`config.mk`:
```
export PLATFORM = sky130hd
export DESIGN_NAME = cpu_trace_monitor_flat
export DESIGN_NICKNAME = d
export VERILOG_FILES = /design/src/rtl/cpu_trace_pkg.sv /design/src/rtl/cpu_trace_monitor_if.sv /design/src/rtl/cpu_trace_monitor_trace_fifo.sv /design/src/rtl/cpu_trace_monitor.sv /design/src/flat_wrapper.sv
export SDC_FILE = /design/constraint.sdc
export NUM_CORES = 1
export LEC_CHECK = 0
export ABC_AREA = 1
export CAP_MARGIN = 20
export CELL_PAD_IN_SITES_DETAIL_PLACEMENT = 0
export CELL_PAD_IN_SITES_GLOBAL_PLACEMENT = 1
export CORE_ASPECT_RATIO = 1.25
export CORE_UTILIZATION = 50
export CTS_CLUSTER_SIZE = 40
export DETAILED_ROUTE_END_ITERATION = 10
export PLACE_DENSITY_LB_ADDON = 0.1
export SLEW_MARGIN = 15
export SYNTH_ARGS = -nofsm -noshare
export SYNTH_HDL_FRONTEND = slang
export SYNTH_SLANG_ARGS = --single-unit
```
`constraint.sdc`:
```
create_clock -name clock -period 7.85 [get_ports clock]
set_input_delay 1.1775 -clock clock [delete_from_list [all_inputs] [get_ports clock]]
set_output_delay 1.1775 -clock clock [all_outputs]
set_load 0.1 [all_outputs]
```
`src/rtl/cpu_trace_pkg.sv`:
```
// ---------------------------------------------------------------------------
// cpu_trace_pkg
// Shared types and constants for the CPU execution trace monitor.
//   trace_kind_e   : kind field of a trace entry (FETCH / STORE)
//   halt_reason_e  : encoding reported on halt_reason
//   mon_state_e    : monitor FSM states
//   trace_entry_t  : one 66-bit trace record {kind, pc, payload}
// ---------------------------------------------------------------------------
package cpu_trace_pkg;

    localparam int TRACE_W    = 66;
    localparam int PC_TRACE_W = 32;

    typedef enum logic [1:0] {
        FETCH = 2'b00,
        STORE = 2'b01
    } trace_kind_e;

    typedef enum logic [1:0] {
        HALT_NONE   = 2'b00,
        HALT_BUDGET = 2'b01,
        HALT_STALL  = 2'b10,
        HALT_EXC    = 2'b11
    } halt_reason_e;

    typedef enum logic [1:0] {
        WAIT = 2'b00,
        RUN  = 2'b01,
        HALT = 2'b10
    } mon_state_e;

    typedef struct packed {
        trace_kind_e             kind;
        logic [PC_TRACE_W-1:0]   pc;
        logic [31:0]             payload;
    } trace_entry_t;

endpackage

```
`src/rtl/cpu_trace_monitor_if.sv`:
```
// ---------------------------------------------------------------------------
// cpu_trace_monitor_if
// Valid/ready trace stream leaving the monitor.
//   trace_data  : {kind[1:0], pc[31:0], payload[31:0]}
//   trace_valid : an entry is presented
//   trace_ready : consumer accepts the entry (pop when valid & ready)
// Modports: master = monitor side, slave = consumer side.
// ---------------------------------------------------------------------------
interface cpu_trace_monitor_if;
    import cpu_trace_pkg::*;

    logic [TRACE_W-1:0] trace_data;
    logic               trace_valid;
    logic               trace_ready;

    modport master (output trace_data, output trace_valid, input trace_ready);
    modport slave  (input trace_data, input trace_valid, output trace_ready);

endinterface

```
`src/rtl/cpu_trace_monitor_trace_fifo.sv`:
```
// ---------------------------------------------------------------------------
// trace_fifo
// Synchronous FIFO whose head entry is held in an output register, so a push
// into an empty FIFO is visible on o_data right after the pushing edge.
//   clock, reset : clock, asynchronous active-low reset
//   i_push, i_pushData, o_full : write side (push ignored when full unless
//                                a pop happens in the same cycle)
//   i_pop, o_valid, o_data     : read side (pop when o_valid & i_pop)
// ---------------------------------------------------------------------------
module trace_fifo
    import cpu_trace_pkg::*;
#(
    parameter int WIDTH = TRACE_W,
    parameter int DEPTH = 16
) (
    input  logic             clock,
    input  logic             reset,
    input  logic             i_push,
    input  logic [WIDTH-1:0] i_pushData,
    output logic             o_full,
    input  logic             i_pop,
    output logic             o_valid,
    output logic [WIDTH-1:0] o_data
);

    localparam int AW = $clog2(DEPTH);

    logic [WIDTH-1:0] r_mem [DEPTH];
    logic [AW-1:0]    r_rdPtr;
    logic [AW-1:0]    r_wrPtr;
    logic [AW:0]      r_count;
    logic [WIDTH-1:0] r_head;

    logic             w_popEff;
    logic             w_pushEff;
    logic [AW-1:0]    w_rdPtrNext;
    logic [AW:0]      w_countNext;
    logic [WIDTH-1:0] w_headNext;

    assign o_valid     = (r_count != '0);
    assign o_full      = (r_count == (AW+1)'(DEPTH));
    assign o_data      = r_head;
    assign w_popEff    = i_pop && o_valid;
    assign w_pushEff   = i_push && (!o_full || w_popEff);
    assign w_rdPtrNext = w_popEff ? r_rdPtr + 1'b1 : r_rdPtr;
    assign w_countNext = r_count + {{AW{1'b0}}, w_pushEff} - {{AW{1'b0}}, w_popEff};

    // The next head bypasses the array when the slot it lives in is the one
    // being written this cycle (FIFO empty after any pop).
    always_comb begin
        w_headNext = '0;
        if (w_countNext != '0) begin
            if (w_pushEff && (r_wrPtr == w_rdPtrNext)) begin
                w_headNext = i_pushData;
            end else begin
                w_headNext = r_mem[w_rdPtrNext];
            end
        end
    end

    // Storage array; contents are meaningless after reset since pointers clear.
    always_ff @(posedge clock) begin
        if (w_pushEff) begin
            r_mem[r_wrPtr] <= i_pushData;
        end
    end

    always_ff @(posedge clock or negedge reset) begin
        if (!reset) begin
            r_rdPtr <= '0;
            r_wrPtr <= '0;
            r_count <= '0;
            r_head  <= '0;
        end else begin
            r_rdPtr <= w_rdPtrNext;
            if (w_pushEff) begin
                r_wrPtr <= r_wrPtr + 1'b1;
            end
            r_count <= w_countNext;
            r_head  <= w_headNext;
        end
    end

endmodule

```
`src/rtl/cpu_trace_monitor.sv`:
```
// ---------------------------------------------------------------------------
// cpu_trace_monitor
// Watches the multicycle CPU debug outputs, logs fetch (and optionally store)
// events into a drainable trace FIFO, counts cycles/fetches/drops and raises
// a sticky halt on budget exhaustion, PC stall or a nonzero cause register.
// Optional feature macro: TRACE_MEM_EN (capture memoria_wr stores as kind=01).
//   clock, reset         : clock, asynchronous active-low reset
//   Pc_Out, Instruction  : CPU PC and IR contents
//   ULA_Out, memoria_wr  : ALU result (store address) and data write strobe
//   Ld_ir                : IR load strobe, one pulse per fetch
//   Reg_Caua             : exception cause register
//   trace                : trace stream (data/valid out, ready in)
//   cycle_count, instr_count, drop_count : saturating statistics
//   halted, halt_reason  : sticky halt flag and its cause
// ---------------------------------------------------------------------------
module cpu_trace_monitor
    import cpu_trace_pkg::*;
#(
    parameter int MAX_CYCLES  = 300,
    parameter int STALL_LIMIT = 64,
    parameter int FIFO_DEPTH  = 16
) (
    input  logic                 clock,
    input  logic                 reset,
    input  logic [63:0]          Pc_Out,
    input  logic [31:0]          Instruction,
    input  logic [63:0]          ULA_Out,
    input  logic                 Ld_ir,
    input  logic                 memoria_wr,
    input  logic [63:0]          Reg_Caua,
    cpu_trace_monitor_if.master  trace,
    output logic [31:0]          cycle_count,
    output logic [31:0]          instr_count,
    output logic [15:0]          drop_count,
    output logic                 halted,
    output logic [1:0]           halt_reason
);

    mon_state_e   r_state;
    mon_state_e   w_nextState;
    halt_reason_e r_haltReason;
    halt_reason_e w_haltReason;

    logic [63:0]  r_pcPrev;
    logic [31:0]  r_stall;
    logic [31:0]  r_cycle;
    logic [31:0]  r_instr;
    logic [15:0]  r_drop;

    logic         w_capture;
    logic         w_runCycle;
    logic [31:0]  w_cycleNext;
    logic [31:0]  w_stallNext;
    logic         w_exc;
    logic         w_stallHit;
    logic         w_budgetHit;
    logic         w_haltReq;

    logic         w_fetchEvt;
    logic         w_pushReq;
    logic         w_conflictDrop;
    logic         w_fullDrop;
    trace_entry_t w_pushEntry;
    logic         w_fifoFull;
    logic         w_fifoValid;
    logic [TRACE_W-1:0] w_fifoData;
    logic         w_popEff;
    logic [16:0]  w_dropSum;

    // FSM state register
    always_ff @(posedge clock or negedge reset) begin
        if (!reset) begin
            r_state <= WAIT;
        end else begin
            r_state <= w_nextState;
        end
    end

    // FSM next state: the first fetch starts the run, any halt cause ends it
    always_comb begin
        w_nextState = r_state;
        case (r_state)
            WAIT:    if (Ld_ir) w_nextState = RUN;
            RUN:     if (w_haltReq) w_nextState = HALT;
            HALT:    w_nextState = HALT;
            default: w_nextState = WAIT;
        endcase
    end

    // FSM outputs: the fetch that leaves WAIT is itself captured
    always_comb begin
        w_capture  = 1'b0;
        w_runCycle = 1'b0;
        case (r_state)
            WAIT:    w_capture = Ld_ir;
            RUN: begin
                w_capture  = 1'b1;
                w_runCycle = 1'b1;
            end
            default: ;
        endcase
    end

    assign w_cycleNext = (r_cycle == '1) ? r_cycle : r_cycle + 32'd1;
    assign w_stallNext = ((Pc_Out != r_pcPrev) || Ld_ir) ? 32'd0 :
                         ((r_stall == '1) ? r_stall : r_stall + 32'd1);

    assign w_exc       = w_runCycle && (Reg_Caua != '0);
    assign w_stallHit  = w_runCycle && (w_stallNext >= 32'(STALL_LIMIT));
    assign w_budgetHit = w_runCycle && (w_cycleNext >= 32'(MAX_CYCLES));
    assign w_haltReq   = w_exc || w_stallHit || w_budgetHit;

    // Exception outranks stall, which outranks budget
    always_comb begin
        w_haltReason = HALT_NONE;
        if (w_exc) begin
            w_haltReason = HALT_EXC;
        end else if (w_stallHit) begin
            w_haltReason = HALT_STALL;
        end else if (w_budgetHit) begin
            w_haltReason = HALT_BUDGET;
        end
    end

    assign w_fetchEvt = w_capture && Ld_ir;

`ifdef TRACE_MEM_EN
    logic w_storeEvt;
    logic w_unusedBits;
    assign w_storeEvt     = w_capture && memoria_wr;
    assign w_conflictDrop = w_fetchEvt && w_storeEvt;
    assign w_pushReq      = w_fetchEvt || w_storeEvt;
    assign w_unusedBits   = ^ULA_Out[63:32];

    // A fetch wins a same-cycle conflict; the store is counted as a drop
    always_comb begin
        w_pushEntry.kind    = w_fetchEvt ? FETCH : STORE;
        w_pushEntry.pc      = Pc_Out[PC_TRACE_W-1:0];
        w_pushEntry.payload = w_fetchEvt ? Instruction : ULA_Out[31:0];
    end
`else
    logic w_unusedBits;
    assign w_conflictDrop = 1'b0;
    assign w_pushReq      = w_fetchEvt;
    assign w_unusedBits   = ^{memoria_wr, ULA_Out};

    always_comb begin
        w_pushEntry.kind    = FETCH;
        w_pushEntry.pc      = Pc_Out[PC_TRACE_W-1:0];
        w_pushEntry.payload = Instruction;
    end
`endif

    assign w_popEff   = w_fifoValid && trace.trace_ready;
    assign w_fullDrop = w_pushReq && w_fifoFull && !w_popEff;
    assign w_dropSum  = {1'b0, r_drop} + {16'd0, w_fullDrop} + {16'd0, w_conflictDrop};

    trace_fifo #(
        .WIDTH (TRACE_W),
        .DEPTH (FIFO_DEPTH)
    ) u_traceFifo (
        .clock      (clock),
        .reset      (reset),
        .i_push     (w_pushReq),
        .i_pushData (w_pushEntry),
        .o_full     (w_fifoFull),
        .i_pop      (trace.trace_ready),
        .o_valid    (w_fifoValid),
        .o_data     (w_fifoData)
    );

    // Statistics and stall tracking; nothing moves once halted
    always_ff @(posedge clock or negedge reset) begin
        if (!reset) begin
            r_pcPrev     <= '0;
            r_stall      <= '0;
            r_cycle      <= '0;
            r_instr      <= '0;
            r_drop       <= '0;
            r_haltReason <= HALT_NONE;
        end else begin
            r_pcPrev <= Pc_Out;
            if (w_runCycle) begin
                r_cycle <= w_cycleNext;
                r_stall <= w_stallNext;
            end
            if (w_fetchEvt && (r_instr != '1)) begin
                r_instr <= r_instr + 32'd1;
            end
            r_drop <= w_dropSum[16] ? 16'hFFFF : w_dropSum[15:0];
            if (w_runCycle && w_haltReq) begin
                r_haltReason <= w_haltReason;
            end
        end
    end

    assign trace.trace_valid = w_fifoValid;
    assign trace.trace_data  = w_fifoData;
    assign cycle_count       = r_cycle;
    assign instr_count       = r_instr;
    assign drop_count        = r_drop;
    assign halted            = (r_state == HALT);
    assign halt_reason       = r_haltReason;

endmodule

```
`src/flat_wrapper.sv`:
```
// flat-port wrapper written by rule: the top's interface ports become plain ports
module cpu_trace_monitor_flat import cpu_trace_pkg::*;
#(
    parameter int MAX_CYCLES  = 300,
    parameter int STALL_LIMIT = 64,
    parameter int FIFO_DEPTH  = 16
)
  (clock, reset, Pc_Out, Instruction, ULA_Out, Ld_ir, memoria_wr, Reg_Caua, cycle_count, instr_count, drop_count, halted, halt_reason, trace_trace_data, trace_trace_valid, trace_trace_ready);
  cpu_trace_monitor_if trace_i ();
  input  logic clock;
  input  logic reset;
  input  logic [63:0] Pc_Out;
  input  logic [31:0] Instruction;
  input  logic [63:0] ULA_Out;
  input  logic Ld_ir;
  input  logic memoria_wr;
  input  logic [63:0] Reg_Caua;
  output logic [31:0] cycle_count;
  output logic [31:0] instr_count;
  output logic [15:0] drop_count;
  output logic halted;
  output logic [1:0] halt_reason;
  output wire logic [$bits(trace_i.trace_data)-1:0] trace_trace_data;
  output wire logic [$bits(trace_i.trace_valid)-1:0] trace_trace_valid;
  input wire logic [$bits(trace_i.trace_ready)-1:0] trace_trace_ready;
  assign trace_trace_data = trace_i.trace_data;
  assign trace_trace_valid = trace_i.trace_valid;
  assign trace_i.trace_ready = trace_trace_ready;
  cpu_trace_monitor #(.MAX_CYCLES(MAX_CYCLES), .STALL_LIMIT(STALL_LIMIT), .FIFO_DEPTH(FIFO_DEPTH)) u_core (.clock(clock), .reset(reset), .Pc_Out(Pc_Out), .Instruction(Instruction), .ULA_Out(ULA_Out), .Ld_ir(Ld_ir), .memoria_wr(memoria_wr), .Reg_Caua(Reg_Caua), .trace(trace_i), .cycle_count(cycle_count), .instr_count(instr_count), .drop_count(drop_count), .halted(halted), .halt_reason(halt_reason));
endmodule
```
Word-level counts from Yosys, hierarchy flattened
Memory sizes are Yosys's and may differ from the RTL's.
Index checks and enable logic that the tools add are counted.
Storage, ports and cells
  memories: 1
  bits of input ports: 229
  bits in registers: 259
  word-level logic and storage cells: 71
  memory bits (writable): 1024
Cells by class
  reduce and logical (&&, ||, !) cells: 22
  multiplexer cells: 17
  $lt $le $gt $ge: 2
  equality and inequality tests: 10
  $add $sub $neg: 8
Memories
  u_core.u_traceFifo.r_mem: depth 16, width 64, read ports 1, clocked after Yosys merged registers in 0, write ports 1, RTL line cpu_trace_monitor_trace_fifo.sv:28  | logic [WIDTH-1:0] r_mem [DEPTH];
Operators with widths (number)
  2-to-1 mux 66 bit: 2
  adder 32 x 1 -> 32 bit (second input constant): 3
  2-to-1 mux 32 bit: 3
  equality test 32 bit (second input constant): 2
  != test 64 bit: 1
  nonzero test 64 bit: 1
  greater-or-equal comparator 32 x 7 -> 1 bit (second input constant): 1
  greater-or-equal comparator 32 x 9 -> 1 bit (second input constant): 1
  != test 32 bit (second input constant): 1
  adder 16 x 1 -> 17 bit: 1
  2-to-1 mux 16 bit: 1
  logical AND 1 bit: 11
  nonzero test 5 bit: 2
  adder 4 x 1 -> 4 bit (second input constant): 2
  2-to-1 mux 2 bit: 4
  case mux 2 bit (3 select lines): 1
  adder 5 x 1 -> 5 bit: 1
  equality test 5 bit (second input constant): 1
  subtractor 5 x 1 -> 5 bit: 1
  equality test 4 bit: 1
  logical OR 1 bit: 4
  2-to-1 mux 1 bit: 4
  2-to-1 mux 4 bit: 1
  equality test 2 x 1 -> 1 bit (second input constant): 1
  other kinds (7): 8

Depth between registers and ports, before layout
  depth in word-level cells: 9
  mapped depth: 21
  gate-level depth less buffers: 21

By module
From an unflattened synthesis, not the netlist that was laid out.
Second synthesis, totals
  cells, all modules: 5163
  area total of the unflattened synthesis: 56375.3 µm²
Modules (own cells, without submodules)
  trace_fifo: area an instance 46035.4 µm², instances 1, cells an instance 3734, seq. area each 33687.3 µm²
  cpu_trace_monitor: area an instance 10339.9 µm², instances 1, cells an instance 1429, seq. area each 4504.3 µm²

Worst setup path after synthesis
No wires, ideal clock.
  path type: input port to flip-flop
  from: in trace_trace_ready
  to: mem u_core.u_traceFifo.r_mem[11][0] (netlist name), enable pin
  data arrival time: 4451 ps
  stages on the path: 6
  slack: 2912 ps
  cell sequence: nand2_2 -> nand3_1 -> nand2_1 -> inv_1 -> nand2_1 -> nor2_1
On the way
  longest elaborated chain between the ends: 5
RTL lines
  start, declared: RTL line flat_wrapper.sv:25  | input wire logic [$bits(trace_i.trace_ready)-1:0] trace_trace_ready;
  logical AND 1 bit: RTL line cpu_trace_monitor_trace_fifo.sv:43  | assign w_popEff = i_pop && o_valid;
  logical OR 1 bit: RTL line cpu_trace_monitor_trace_fifo.sv:44  | assign w_pushEff = i_push && (!o_full || w_popEff);
  logical AND 1 bit: RTL line cpu_trace_monitor_trace_fifo.sv:44
  2-to-1 mux 1 bit: RTL line cpu_trace_monitor_trace_fifo.sv:63  | if (w_pushEff) begin
  2-to-1 mux 1 bit (not written as such): RTL line cpu_trace_monitor_trace_fifo.sv:64  | r_mem[r_wrPtr] <= i_pushData;
  end, declared: RTL line cpu_trace_monitor_trace_fifo.sv:28
Every way passes these cells.

Worst setup path after layout
  from: reg u_core.r_state[1]
  to: reg u_core.u_traceFifo.r_head[62], in the netlist u_core.u_traceFifo.o_data[62]
On the way
  longest elaborated chain between the ends: 8
  elaborated cells between the ends (all ways): 11
  classes of those cells: 2 x add/sub; 1 x eq/ne; 3 x mux; 5 x reduce/logical
RTL lines
  start, declared: RTL line cpu_trace_monitor.sv:39  | mon_state_e r_state;
  start signal, assigned: RTL line cpu_trace_monitor.sv:75  | r_state <= w_nextState;
  equality test 2 x 1 -> 1 bit / zero test 2 bit (equally long branches): RTL line cpu_trace_monitor.sv:94  | case (r_state)
  case mux 1 bit (2 select lines) (*): RTL line cpu_trace_monitor.sv:94
  logical AND 1 bit (*): RTL line cpu_trace_monitor.sv:125  | assign w_fetchEvt = w_capture && Ld_ir;
  logical AND 1 bit (*): RTL line cpu_trace_monitor_trace_fifo.sv:44
  adder 5 x 1 -> 5 bit (*): RTL line cpu_trace_monitor_trace_fifo.sv:46  | assign w_countNext = r_count + {{AW{1'b0}}, w_pushEff} - {{AW{1'b0}}, w_popEff};
  subtractor 5 x 1 -> 5 bit (*): RTL line cpu_trace_monitor_trace_fifo.sv:46
  via u_core.u_traceFifo.w_countNext[4]: RTL line cpu_trace_monitor_trace_fifo.sv:37  | logic [AW:0] w_countNext;
  nonzero test 5 bit (*): RTL line cpu_trace_monitor_trace_fifo.sv:52  | if (w_countNext != '0) begin
  2-to-1 mux 66 bit (*): RTL line cpu_trace_monitor_trace_fifo.sv:52
  via u_core.u_traceFifo.w_headNext[62]: RTL line cpu_trace_monitor_trace_fifo.sv:38  | logic [WIDTH-1:0] w_headNext;
  end signal, assigned: RTL line cpu_trace_monitor_trace_fifo.sv:80  | r_head <= w_headNext;
  end, declared: RTL line cpu_trace_monitor_trace_fifo.sv:32  | logic [WIDTH-1:0] r_head;
Mark *: on every way through the listed nets, which the timed path passes. The rest lies on a longest branch.
A chain may end at the register's enable or synchronous reset.

==> impl_results.md <==
- Gr usage total: 26.99%
- Max Buffers Root-to-Sink: 3
- Worst r2r src: u_core.r_state[1]
- Status: finished clean
- Setup TNS: 0 ps
- Insertion delay to the later sink of the worst-skew pair: 780 ps
- TritonCTS clock tree: done
- First-pass GRT wire length: 219.7 mm
- FF-to-FF setup slack: 2990 ps
- Skew final: 40.40 ps
- Worst Setup End Kind: flip-flop
- Tcrit/Tclk final: 61.88%
- Area Growth Syn to Fin: 16.84%
- Total Routed Length: 147.1 mm
- First-iteration detailed-routing DRC count: 3229
- Max-slew violations: 0
- Fmax achieved: about 210 MHz
- Crit-path max cell delay: around 720 ps
- Post-CTS setup buffers: 0
- Final worst slack: 2992 ps
- Crit path max fanout: 42
- ANT nets after route: 0
- Required time worst endpoint: 8500 ps
- Routed vias/inst: 5.543
- Post-synth EDFFs: 1024
- Hold buffer count at cts: 0
- Residual DRC: 0
- DIE WIDTH: 296.0 um
- Pwr dens: 373.8 nW/um^2
- Worst Tran Pin Value: 1109 ps
- Rel. slew slack: roughly a quarter
- Total congestion overflow: 0
- Initial antenna violation count: 8
- Placer Congestion: just under 0.9
- Min Clock Period, post-route: 4858 ps
- Seq cells post-synth: 1281
- Layout cells sized above 1: 6.478%
- Initial Util: 50.50%
- Area leader, netlist: edfxtp_1
- Pre-CTS setup slack: 2226 ps
- Vias in the first global route: ~36000
- DR pass1 iterations: 5
- Post-Syn Area: 54020 um^2
- Min-Delay Path Class: primary input to asynchronous set/reset pin
- Die area: 109400 um^2
- Wire per inst: roughly 22 um
- FFs w/ async S/R, synth: between 20% and 30%
- CP max stage cell: buf_4
- Arr. time, crit path: 5500 ps
- Worst path cell trace: inv_1 -> ha_2 -> o21ai_0 -> inv_1 -> nand2_1 -> ha_1 -> inv_1 -> ha_1 -> inv_1 -> fa_1 -> o21ai_0 -> a21oi_1 -> xor2_1 -> nor3_2 -> buf_4 -> a21oi_1 -> o21ai_1 -> inv_1
- Synth unique cells: 51
- Yosys warns: 0
- Post-synthesis sequential area ratio: 68.83%
- H-tree depth: 4
- VDD IR-drop max: 0.0003494 V
- RSZ-0062 raised after global routing: false
- Gate count of the mapped netlist: 4998
- Largest net degree at the start of global routing: 180
- Critical path class: flip-flop to flip-flop
- Final core utilization: 59.00%
- Leak: 23.83 nW
- Die height: 369.5 um
- Final Hold Fails: 0
- Cts repair resizes: 0
- TritonCTS buffer count: ~130
- Most used DFF post-synth: edfxtp_1
- Synth area leaders: edfxtp_1, dfrtp_1, nand2_1, nand3_1, nor2_1
- Core Rows: 134
- Root buffer cell: clkbuf_16
- CTS clk-pin slew, worst paths: about 60 ps
- Critical path's most frequent cell: inv_1
- Avg Cell Area, Syn: approximately 11 um^2
- Clk sink count: 1281
- FF-to-FF path depth: 18
- Port Buffers: 311
- Vias: 37640
- # nets final: 5497
- Critical path startpoint category: flip-flop
- R2R Path End: u_core.u_traceFifo.o_data[62]
- Core area: 107000 um^2
- Synth top area share: around 57%
- Dpl hpwl: just under 80 mm
- Io pins: 379
- Final setup vio count: 0
- Maxcap violations: 0
## power breakdown
| part | switching, mW | internal, mW |
|---|---|---|
| clock | 2.63 | 3.76 |
| sequential | 0.328 | 8.06 |
| combinational | 6.53 | 2.28 |
## cell usage after synthesis, types with 5 or more instances
cell         n
inv_2       11
buf_1       26
xnor2_1     33
nor3_1      45
or2_2       14
ha_1        19
nor3_2      10
clkbuf_1   103
dfrtp_1    257
nor2_2      11
a31oi_1     13
a21oi_1     72
nand2_2      6
inv_1      221
o31ai_1      5
xor2_1      50
nor4_1      17
o21ai_0     81
buf_2      116
nor2_1     228
nand4_1     23
nor2_4       5
nand3_1   1038
edfxtp_1  1024
nand2_1   1519
o21ai_1      6
buf_4        5
## logic make-up after synthesis
group	Yosys count	synth area share, %
XOR/XNOR	85	1.406
other	1	0.006942
AO/OA/AOI/OAI	189	1.874
AND/OR/NAND/NOR	2933	23.62
adder cells (fa/ha/maj)	20	0.4772
multiplexers	2	0.04169
flip-flops	1281	68.83
buffers and inverters	487	3.743
## worst max path at each step
stage                           start                               to  slack, ps  depth (start not counted)
finish              u_core.r_state[1]    u_core.u_traceFifo.o_data[62]       2990                         18
global route        u_core.r_state[1]    u_core.u_traceFifo.o_data[62]       2680                         18
CTS                 u_core.r_state[1]    u_core.u_traceFifo.o_data[62]       2910                         18
detailed placement              Ld_ir    u_core.u_traceFifo.o_data[62]       2230                         17
global placement                Ld_ir    u_core.u_traceFifo.o_data[62]       2260                         17
floorplan           trace_trace_ready  u_core.u_traceFifo.r_mem[11][0]       2910                          6
## stage by stage
| stage | power (mW) | std cells | area [um^2] | hold slack [ps] |
|---|---|---|---|---|
| finish | 23.59 | 6790 | 63110 | 363.3 |
| global route | 24.68 | 6787 | 63110 | 373.6 |
| CTS | 23.73 | 6785 | 63100 | 341.4 |
| floorplan | 14.55 | 4999 | 54020 | 467.0 |
| detailed placement | 17.33 | 6542 | 58690 | 482.5 |
| global placement | 17.26 | 6540 | 58640 | 471.3 |
## layer usage
layer | GRT usage (%) | share of wire (%) | up-vias | routed length, um
met2 | 45.79 | 50 | 1266 | 72950
met5 | 0 | 0.037 | - | 54
met3 | 4.049 | 6.4 | 253 | 9404
met4 | 8.535 | 2.6 | 8 | 3888
li1 | - | - | 17700 | -
met1 | 35.64 | 41 | 18410 | 60850
## critical path, delay by kind of cell (launching register included)
kind | cells | cell delay (ps)
AOI/OAI and AO/OA | 5 | 950
xor gates and xnor gates | 1 | 170
adders and majority gates | 4 | 1490
buffers and inverters | 6 | 1270
DFF | 1 | 400
and+or+nand+nor | 2 | 360
## sequential cells by signal, summed over array words and instances (netlist names)
signal / cells
u_core.r_stall: 32
u_core.u_traceFifo.r_wrPtr: 4
u_core.r_state: 2
u_core.u_traceFifo.r_count: 5
u_core.r_pcPrev: 64
u_core.cycle_count: 32
u_core.halt_reason: 2
u_core.u_traceFifo.r_mem: 1024
u_core.u_traceFifo.o_data: 64
u_core.drop_count: 16
u_core.instr_count: 32
u_core.u_traceFifo.r_rdPtr: 4
## layout by cell type, fill, tap and decap left out, drive strengths merged, types with 2 or more instances in the layout
master	count
a21oi	72
a31oi	13
buf	59
bufinv	13
clkbuf	187
clkdlybuf4s50	310
clkinv	33
clkinvlp	5
conb	2
dfrtp	257
diode	5
edfxtp	1024
ha	19
inv	238
mux2	2
nand2	1527
nand3	1042
nand3b	4
nand4	24
nor2	245
nor3	55
nor3b	2
nor4	18
o211ai	2
o21ai	88
o22ai	4
o31ai	5
or2	15
xnor2	33
xor2	52
## area by class of cell
cell class / instances / area (um^2)
Antenna cell: 5 / 12.51
Clock buffer: 187 / 3725
Clock inverter: 56 / 691.9
Sequential cell: 1281 / 37180
Timing Repair Buffer: 369 / 3811
Fill cell: 8962 / 43850
Multi-Input combinational cell: 3231 / 15010
Tap cell: 1428 / 1787
Inverter: 233 / 899.6
No activity file was read; power rests on OpenSTA's default activity.
